===== src/rtl/tick_if.sv =====
// Control and status bundle for the tick generator timebase.
interface tick_if #(
    parameter int DIV_W      = 16,
    parameter int NUM_STAGES = 3,
    parameter int TS_W       = 32
);
    logic                  en;
    logic                  sync_clr;
    logic                  div_load;
    logic [DIV_W-1:0]      div_val;
    logic [NUM_STAGES:0]   tick;
    logic                  clk_div;
    logic [TS_W-1:0]       timestamp;
    logic [DIV_W-1:0]      div_cur;
    logic                  div_pending;

    modport master (
        output en, sync_clr, div_load, div_val,
        input  tick, clk_div, timestamp, div_cur, div_pending
    );

    modport slave (
        input  en, sync_clr, div_load, div_val,
        output tick, clk_div, timestamp, div_cur, div_pending
    );
endinterface


===== src/rtl/tick_generator.sv =====
// Programmable timebase: base tick, cascaded decade ticks, square wave and
// base-tick timestamp. A new divisor is staged and only switched in at a
// period boundary so no short or long period is ever produced mid-count.
module tick_generator #(
    parameter int CLK_HZ     = 50000000,
    parameter int BASE_HZ    = 1000,
    parameter int DIV_W      = 16,
    parameter int NUM_STAGES = 3,
    parameter int TS_W       = 32
) (
    input  logic  clk,
    input  logic  rst,
    tick_if.slave bus
);
    localparam int               DEFAULT_DIV = CLK_HZ / BASE_HZ;
    localparam logic [DIV_W-1:0] DIV_RST     = DIV_W'(DEFAULT_DIV);
    localparam logic [DIV_W-1:0] DIV_MIN     = DIV_W'(2);
    localparam logic [DIV_W-1:0] DIV_ONE     = DIV_W'(1);

    logic [DIV_W-1:0]                cnt_q, cnt_d;
    logic [NUM_STAGES-1:0][3:0]      dec_q, dec_d;
    logic [NUM_STAGES:0]             tick_q, tick_d;
    logic                            clk_div_q, clk_div_d;
    logic [TS_W-1:0]                 ts_q, ts_d;
    logic [DIV_W-1:0]                div_cur_q, div_cur_d;
    logic [DIV_W-1:0]                div_pend_q, div_pend_d;
    logic                            pending_q, pending_d;

    logic [DIV_W-1:0]                load_val;
    logic [DIV_W-1:0]                apply_val;
    logic                            apply_req;
    logic                            wrap0;
    logic                            carry;

    // Divisor staging and base-period terminal count. A load on the same
    // edge as a wrap is visible to the apply path directly.
    always_comb begin
        load_val  = (bus.div_val < DIV_MIN) ? DIV_MIN : bus.div_val;
        apply_val = bus.div_load ? load_val : div_pend_q;
        apply_req = bus.div_load | pending_q;
        // >= rather than == so a counter left above a shrunken divisor can never run away
        wrap0     = bus.en & (cnt_q >= (div_cur_q - DIV_ONE));
    end

    // Next-state for counter, decades, ticks, square wave and timestamp.
    always_comb begin
        cnt_d      = cnt_q;
        dec_d      = dec_q;
        tick_d     = '0;
        clk_div_d  = clk_div_q;
        ts_d       = ts_q;
        div_cur_d  = div_cur_q;
        div_pend_d = bus.div_load ? load_val : div_pend_q;
        pending_d  = apply_req;
        carry      = 1'b0;

        if (bus.sync_clr) begin
            cnt_d     = '0;
            dec_d     = '0;
            ts_d      = '0;
            clk_div_d = 1'b0;
            if (apply_req) begin
                div_cur_d = apply_val;
                pending_d = 1'b0;
            end
        end else if (!bus.en) begin
            // Frozen, but a staged divisor still goes in; its period starts fresh.
            if (apply_req) begin
                div_cur_d = apply_val;
                pending_d = 1'b0;
                cnt_d     = '0;
            end
        end else if (wrap0) begin
            cnt_d     = '0;
            ts_d      = ts_q + TS_W'(1);
            tick_d[0] = 1'b1;
            clk_div_d = 1'b0;
            if (apply_req) begin
                div_cur_d = apply_val;
                pending_d = 1'b0;
            end
            carry = 1'b1;
            for (int k = 0; k < NUM_STAGES; k++) begin
                if (carry) begin
                    dec_d[k] = (dec_q[k] == 4'd9) ? 4'd0 : dec_q[k] + 4'd1;
                end
                carry       = carry & (dec_q[k] == 4'd9);
                tick_d[k+1] = carry;
            end
        end else begin
            cnt_d     = cnt_q + DIV_ONE;
            clk_div_d = (cnt_d >= (div_cur_q >> 1));
        end
    end

    // State registers; reset discards any staged divisor.
    always_ff @(posedge clk or posedge rst) begin
        if (rst) begin
            cnt_q      <= '0;
            dec_q      <= '0;
            tick_q     <= '0;
            clk_div_q  <= 1'b0;
            ts_q       <= '0;
            div_cur_q  <= DIV_RST;
            div_pend_q <= DIV_RST;
            pending_q  <= 1'b0;
        end else begin
            cnt_q      <= cnt_d;
            dec_q      <= dec_d;
            tick_q     <= tick_d;
            clk_div_q  <= clk_div_d;
            ts_q       <= ts_d;
            div_cur_q  <= div_cur_d;
            div_pend_q <= div_pend_d;
            pending_q  <= pending_d;
        end
    end

    assign bus.tick        = tick_q;
    assign bus.clk_div     = clk_div_q;
    assign bus.timestamp   = ts_q;
    assign bus.div_cur     = div_cur_q;
    assign bus.div_pending = pending_q;
endmodule


===== src/flat_wrapper.sv =====
// flat-port wrapper written by rule: the top's interface ports become plain ports
module tick_generator_flat 
#(
    parameter int CLK_HZ     = 50000000,
    parameter int BASE_HZ    = 1000,
    parameter int DIV_W      = 16,
    parameter int NUM_STAGES = 3,
    parameter int TS_W       = 32
)
  (clk, rst, bus_en, bus_sync_clr, bus_div_load, bus_div_val, bus_tick, bus_clk_div, bus_timestamp, bus_div_cur, bus_div_pending);
  tick_if #(.DIV_W(DIV_W), .NUM_STAGES(NUM_STAGES), .TS_W(TS_W)) bus_i ();
  input  logic clk;
  input  logic rst;
  input wire logic [$bits(bus_i.en)-1:0] bus_en;
  input wire logic [$bits(bus_i.sync_clr)-1:0] bus_sync_clr;
  input wire logic [$bits(bus_i.div_load)-1:0] bus_div_load;
  input wire logic [$bits(bus_i.div_val)-1:0] bus_div_val;
  output wire logic [$bits(bus_i.tick)-1:0] bus_tick;
  output wire logic [$bits(bus_i.clk_div)-1:0] bus_clk_div;
  output wire logic [$bits(bus_i.timestamp)-1:0] bus_timestamp;
  output wire logic [$bits(bus_i.div_cur)-1:0] bus_div_cur;
  output wire logic [$bits(bus_i.div_pending)-1:0] bus_div_pending;
  assign bus_i.en = bus_en;
  assign bus_i.sync_clr = bus_sync_clr;
  assign bus_i.div_load = bus_div_load;
  assign bus_i.div_val = bus_div_val;
  assign bus_tick = bus_i.tick;
  assign bus_clk_div = bus_i.clk_div;
  assign bus_timestamp = bus_i.timestamp;
  assign bus_div_cur = bus_i.div_cur;
  assign bus_div_pending = bus_i.div_pending;
  tick_generator #(.CLK_HZ(CLK_HZ), .BASE_HZ(BASE_HZ), .DIV_W(DIV_W), .NUM_STAGES(NUM_STAGES), .TS_W(TS_W)) u_core (.clk(clk), .rst(rst), .bus(bus_i));
endmodule

===== config.mk =====
export PLATFORM = sky130hd
export DESIGN_NAME = tick_generator_flat
export DESIGN_NICKNAME = d
export VERILOG_FILES = /design/src/rtl/tick_if.sv /design/src/rtl/tick_generator.sv /design/src/flat_wrapper.sv
export SDC_FILE = /design/constraint.sdc
export NUM_CORES = 1
export LEC_CHECK = 0
export ABC_AREA = 1
export CAP_MARGIN = 30
export CORE_ASPECT_RATIO = 0.6
export CORE_UTILIZATION = 40
export DETAILED_ROUTE_END_ITERATION = 16
export GPL_TIMING_DRIVEN = 0
export PLACE_DENSITY_LB_ADDON = 0.12
export SLEW_MARGIN = 30
export SYNTH_ARGS = -nofsm -noshare
export SYNTH_HDL_FRONTEND = slang
export SYNTH_SLANG_ARGS = --single-unit

===== constraint.sdc =====
create_clock -name clk -period 4.2 [get_ports clk]
set_input_delay 1.05 -clock clk [delete_from_list [all_inputs] [get_ports clk]]
set_output_delay 1.05 -clock clk [all_outputs]
set_load 0.005 [all_outputs]

==> results.json <==
{
  "avgSynthCellArea_um2": 7.40,
  "area_delta_synth_final_pct": 20.6,
  "ys.flop_type": "dfrtp_1",
  "cts_buffer_depth": 2,
  "die_y_um": 99.6,
  "viasPerCell": 4.96,
  "synth_cells": 858,
  "wl_per_cell_um": 15.4,
  "slew_headroom_pct": 61.5,
  "slowest_delay_ns": 0.44,
  "min_path_type": "register to register",
  "clock-sinks": 98,
  "layout_min_cycle_time_ns": 3.29,
  "synth_edf_count": 0,
  "synthDistinctLibCells": 36,
  "async_reset_ff_share_pct": 100,
  "setup_slack_ns": 0.911,
  "syn_nets": 919,
  "yosys_warnings": 0,
  "vias": 5699,
  "critical-path-top-delay-family": "simple AND/OR/NAND/NOR gates",
  "rows": 35,
  "fp.dieArea_um2": 16400,
  "synth_seq_cells": 98,
  "grt_pass1_wl_um": 28500,
  "crit_path_frequent_cell": "nand3_1",
  "synthesis.area_um2": 6350,
  "path_cells": "inv_1 -> ha_1 -> nand3_2 -> nor2_1 -> nand3_1 -> nor3_2 -> nand3_1 -> xor2_1 -> inv_1 -> ha_1 -> nand2_1 -> o21ai_0 -> a21oi_2 -> nand2_2 -> nand2_4 -> buf_6 -> buf_6 -> nand3_1 -> nand2_1",
  "clkLatencyLatePin_ns": 0.35,
  "tightest_slew_ns": 0.573,
  "grt_max_degree": 52,
  "clk_pin_slew_worst_paths_ns": 0.08,
  "final_max_slew_viol_count": 0,
  "nets": 1003,
  "place_ws_ns": 0.928,
  "grt_util_all_layers_pct": 22.9,
  "grt_pass1_vias": 5132,
  "routed_wl_um": 17700,
  "skew_ns": 0.0119,
  "hold_violations": 0,
  "synth.most_common_cell": "nand2_1",
  "cts_hold_buf": 0,
  "max_freq_ghz": 0.304,
  "outcome": "complete, no violations",
  "rsz0062_at_grt": "no",
  "cts_made_buffers": 9,
  "ir_worst_vdd_mv": 0.180,
  "clock-root-buffer": "clkbuf_16",
  "synth-seq-area-share_pct": 38.9,
  "ios": 75,
  "powerDensity_nw_per_um2": 308,
  "drive_gt1_share_pct": 7.07,
  "coreArea_um2": 15400,
  "hpwl_um": 13900,
  "finalPower_uw": 2360,
  "synth_commonest_cells": "nand2_1 (280), nor2_1 (98), dfrtp_1 (86)",
  "slowest_stage": "dfrtp_1",
  "initial_core_util_pct": 41.2,
  "n_antenna_cell": 0,
  "post-route-period-util_pct": 78.3,
  "maxCapViolations": 0,
  "path_buf_inv": 4,
  "cp-end-kind": "register",
  "setup_viol": 0,
  "drc": 0,
  "post_cts_resized": 0,
  "worst_ep_arrival_time_ns": 3.58,
  "p_leak_uw": 0.00369,
  "worst_hold_slack_ns": 0.484,
  "cts_tree": "built",
  "crit_type": "register to register",
  "antenna_found_initial": 0,
  "htree_levels": 3,
  "drt_iter0_markers": 399,
  "cts_setup_buffers": 0,
  "yosys.area.top_type": "dfrtp_1",
  "drtPass1Iterations": 5,
  "worst_setup_path_start_kind": "register",
  "synth_top_area_share_pct": 33.9,
  "ant_nets": 0,
  "dieWidth_um": 165,
  "gp_congestion": 0.978,
  "critPathRequiredTime_ns": 4.49,
  "io_buffers": 72,
  "cp_max_fo": 10,
  "grt.overflow.total": 0,
  "ys_top_cells_by_area": "dfrtp_1 (34%), nand2_1 (17%), ha_1 (7.9%)"
}
-- final timing paths --
| kind | depth (start not counted) | endpoint | from | slack, ns |
|---|---|---|---|---|
| min in group asynchronous | 2 | u_core.bus.tick[1]$_DFF_PP0_ | rst | 1.11 |
| worst max register to register | 19 | u_core.bus.timestamp[4]$_DFFE_PP0P_ | u_core.bus.div_cur[0]$_DFFE_PP0P_ | 0.91 |
| worst min-delay path | 2 | u_core.div_pend_q[2]$_DFF_PP0_ | u_core.div_pend_q[2]$_DFF_PP0_ | 0.48 |
| worst min register to register | 2 | u_core.div_pend_q[2]$_DFF_PP0_ | u_core.div_pend_q[2]$_DFF_PP0_ | 0.48 |
| max in group asynchronous | 3 | u_core.bus.div_cur[14]$_DFFE_PP1P_ | rst | 2.46 |
| worst max-delay path | 19 | u_core.bus.timestamp[4]$_DFFE_PP0P_ | u_core.bus.div_cur[0]$_DFFE_PP0P_ | 0.91 |
-- routing by layer --
metal,global-route usage (%),part of all wire [%],vias to the layer above
met2,26.9,34,167
met5,0,0,-
li1,-,-,2908
met4,3.18,0.41,0
met3,4.55,6.5,6
met1,40.5,60,2618
-- power breakdown --
group | internal [uW] | switching (uW) | total [uW] | leakage, uW
registers | 1000 | 57.1 | 1060 | 0.00129
logic | 188 | 265 | 453 | 0.00225
clock network | 425 | 422 | 847 | 0.000149
total | 1620 | 744 | 2360 | 0.00369
-- metrics by stage --
stage / std cells / utilization [%] / TNS (ns) / cell area [um^2]
global route: 1150 / 49.7 / 0 / 7650
floorplan: 858 / - / 0 / 6350
global placement: 1133 / 47.5 / -92.91 / 7320
detailed placement: 1134 / 47.7 / 0 / 7350
finish: 1150 / 49.7 / 0 / 7650
CTS: 1150 / 49.7 / 0 / 7650
-- logic make-up after synthesis --
family	Yosys count	share of synthesized area, %
DFF	98	38.9
AOI/OAI and AO/OA	41	3.57
adders and majority gates	40	7.89
buffers and inverters	105	7.20
and+or+nand+nor	516	34.5
xor gates and xnor gates	58	8.00
-- cell type report --
| type | count | area [um^2] |
|---|---|---|
| Fill cell | 1555 | 7760 |
| Multi-Input combinational cell | 655 | 3420 |
| Sequential cell | 98 | 2470 |
| Timing Repair Buffer | 73 | 748 |
| Inverter | 80 | 305 |
| Tap cell | 203 | 254 |
| Clock buffer | 9 | 225 |
| Buffer | 25 | 156 |
| Clock inverter | 7 | 76.3 |
-- registers in the layout, summed over array words and instances, names as in the netlist --
signal,count
u_core.bus.timestamp,32
u_core.bus.div_cur,16
u_core.cnt_q,16
u_core.div_pend_q,16
u_core.dec_q,12
u_core.bus.tick,4
u_core.bus.clk_div,1
u_core.bus.div_pending,1
-- worst reg2reg max path, cell delays in order, from the launching register on --
cell     delay, ns
dfrtp_1       0.44
inv_1         0.14
ha_1          0.21
nand3_2       0.13
nor2_1        0.22
nand3_1       0.16
nor3_2        0.19
nand3_1       0.12
xor2_1        0.15
inv_1         0.06
ha_1          0.26
nand2_1       0.09
o21ai_0       0.11
a21oi_2       0.21
nand2_2       0.15
nand2_4       0.12
buf_6         0.17
buf_6         0.16
nand3_1       0.08
nand2_1       0.08
-- cells in the final DEF (no fill, tap or decap), types with 7 or more instances in the layout --
master and count:
a21oi_1 13, buf_2 8, clkbuf_16 9, clkdlybuf4s50_1 72, dfrtp_1 86, dfstp_2 12
ha_1 40, inv_1 75, nand2_1 280, nand3_1 83, nand4_1 10, nor2_1 98
nor3_1 24, o21ai_0 9, o21ai_1 8, o22ai_1 7, xnor2_1 18, xor2_1 40
No activity file was read; power rests on OpenSTA's default activity.
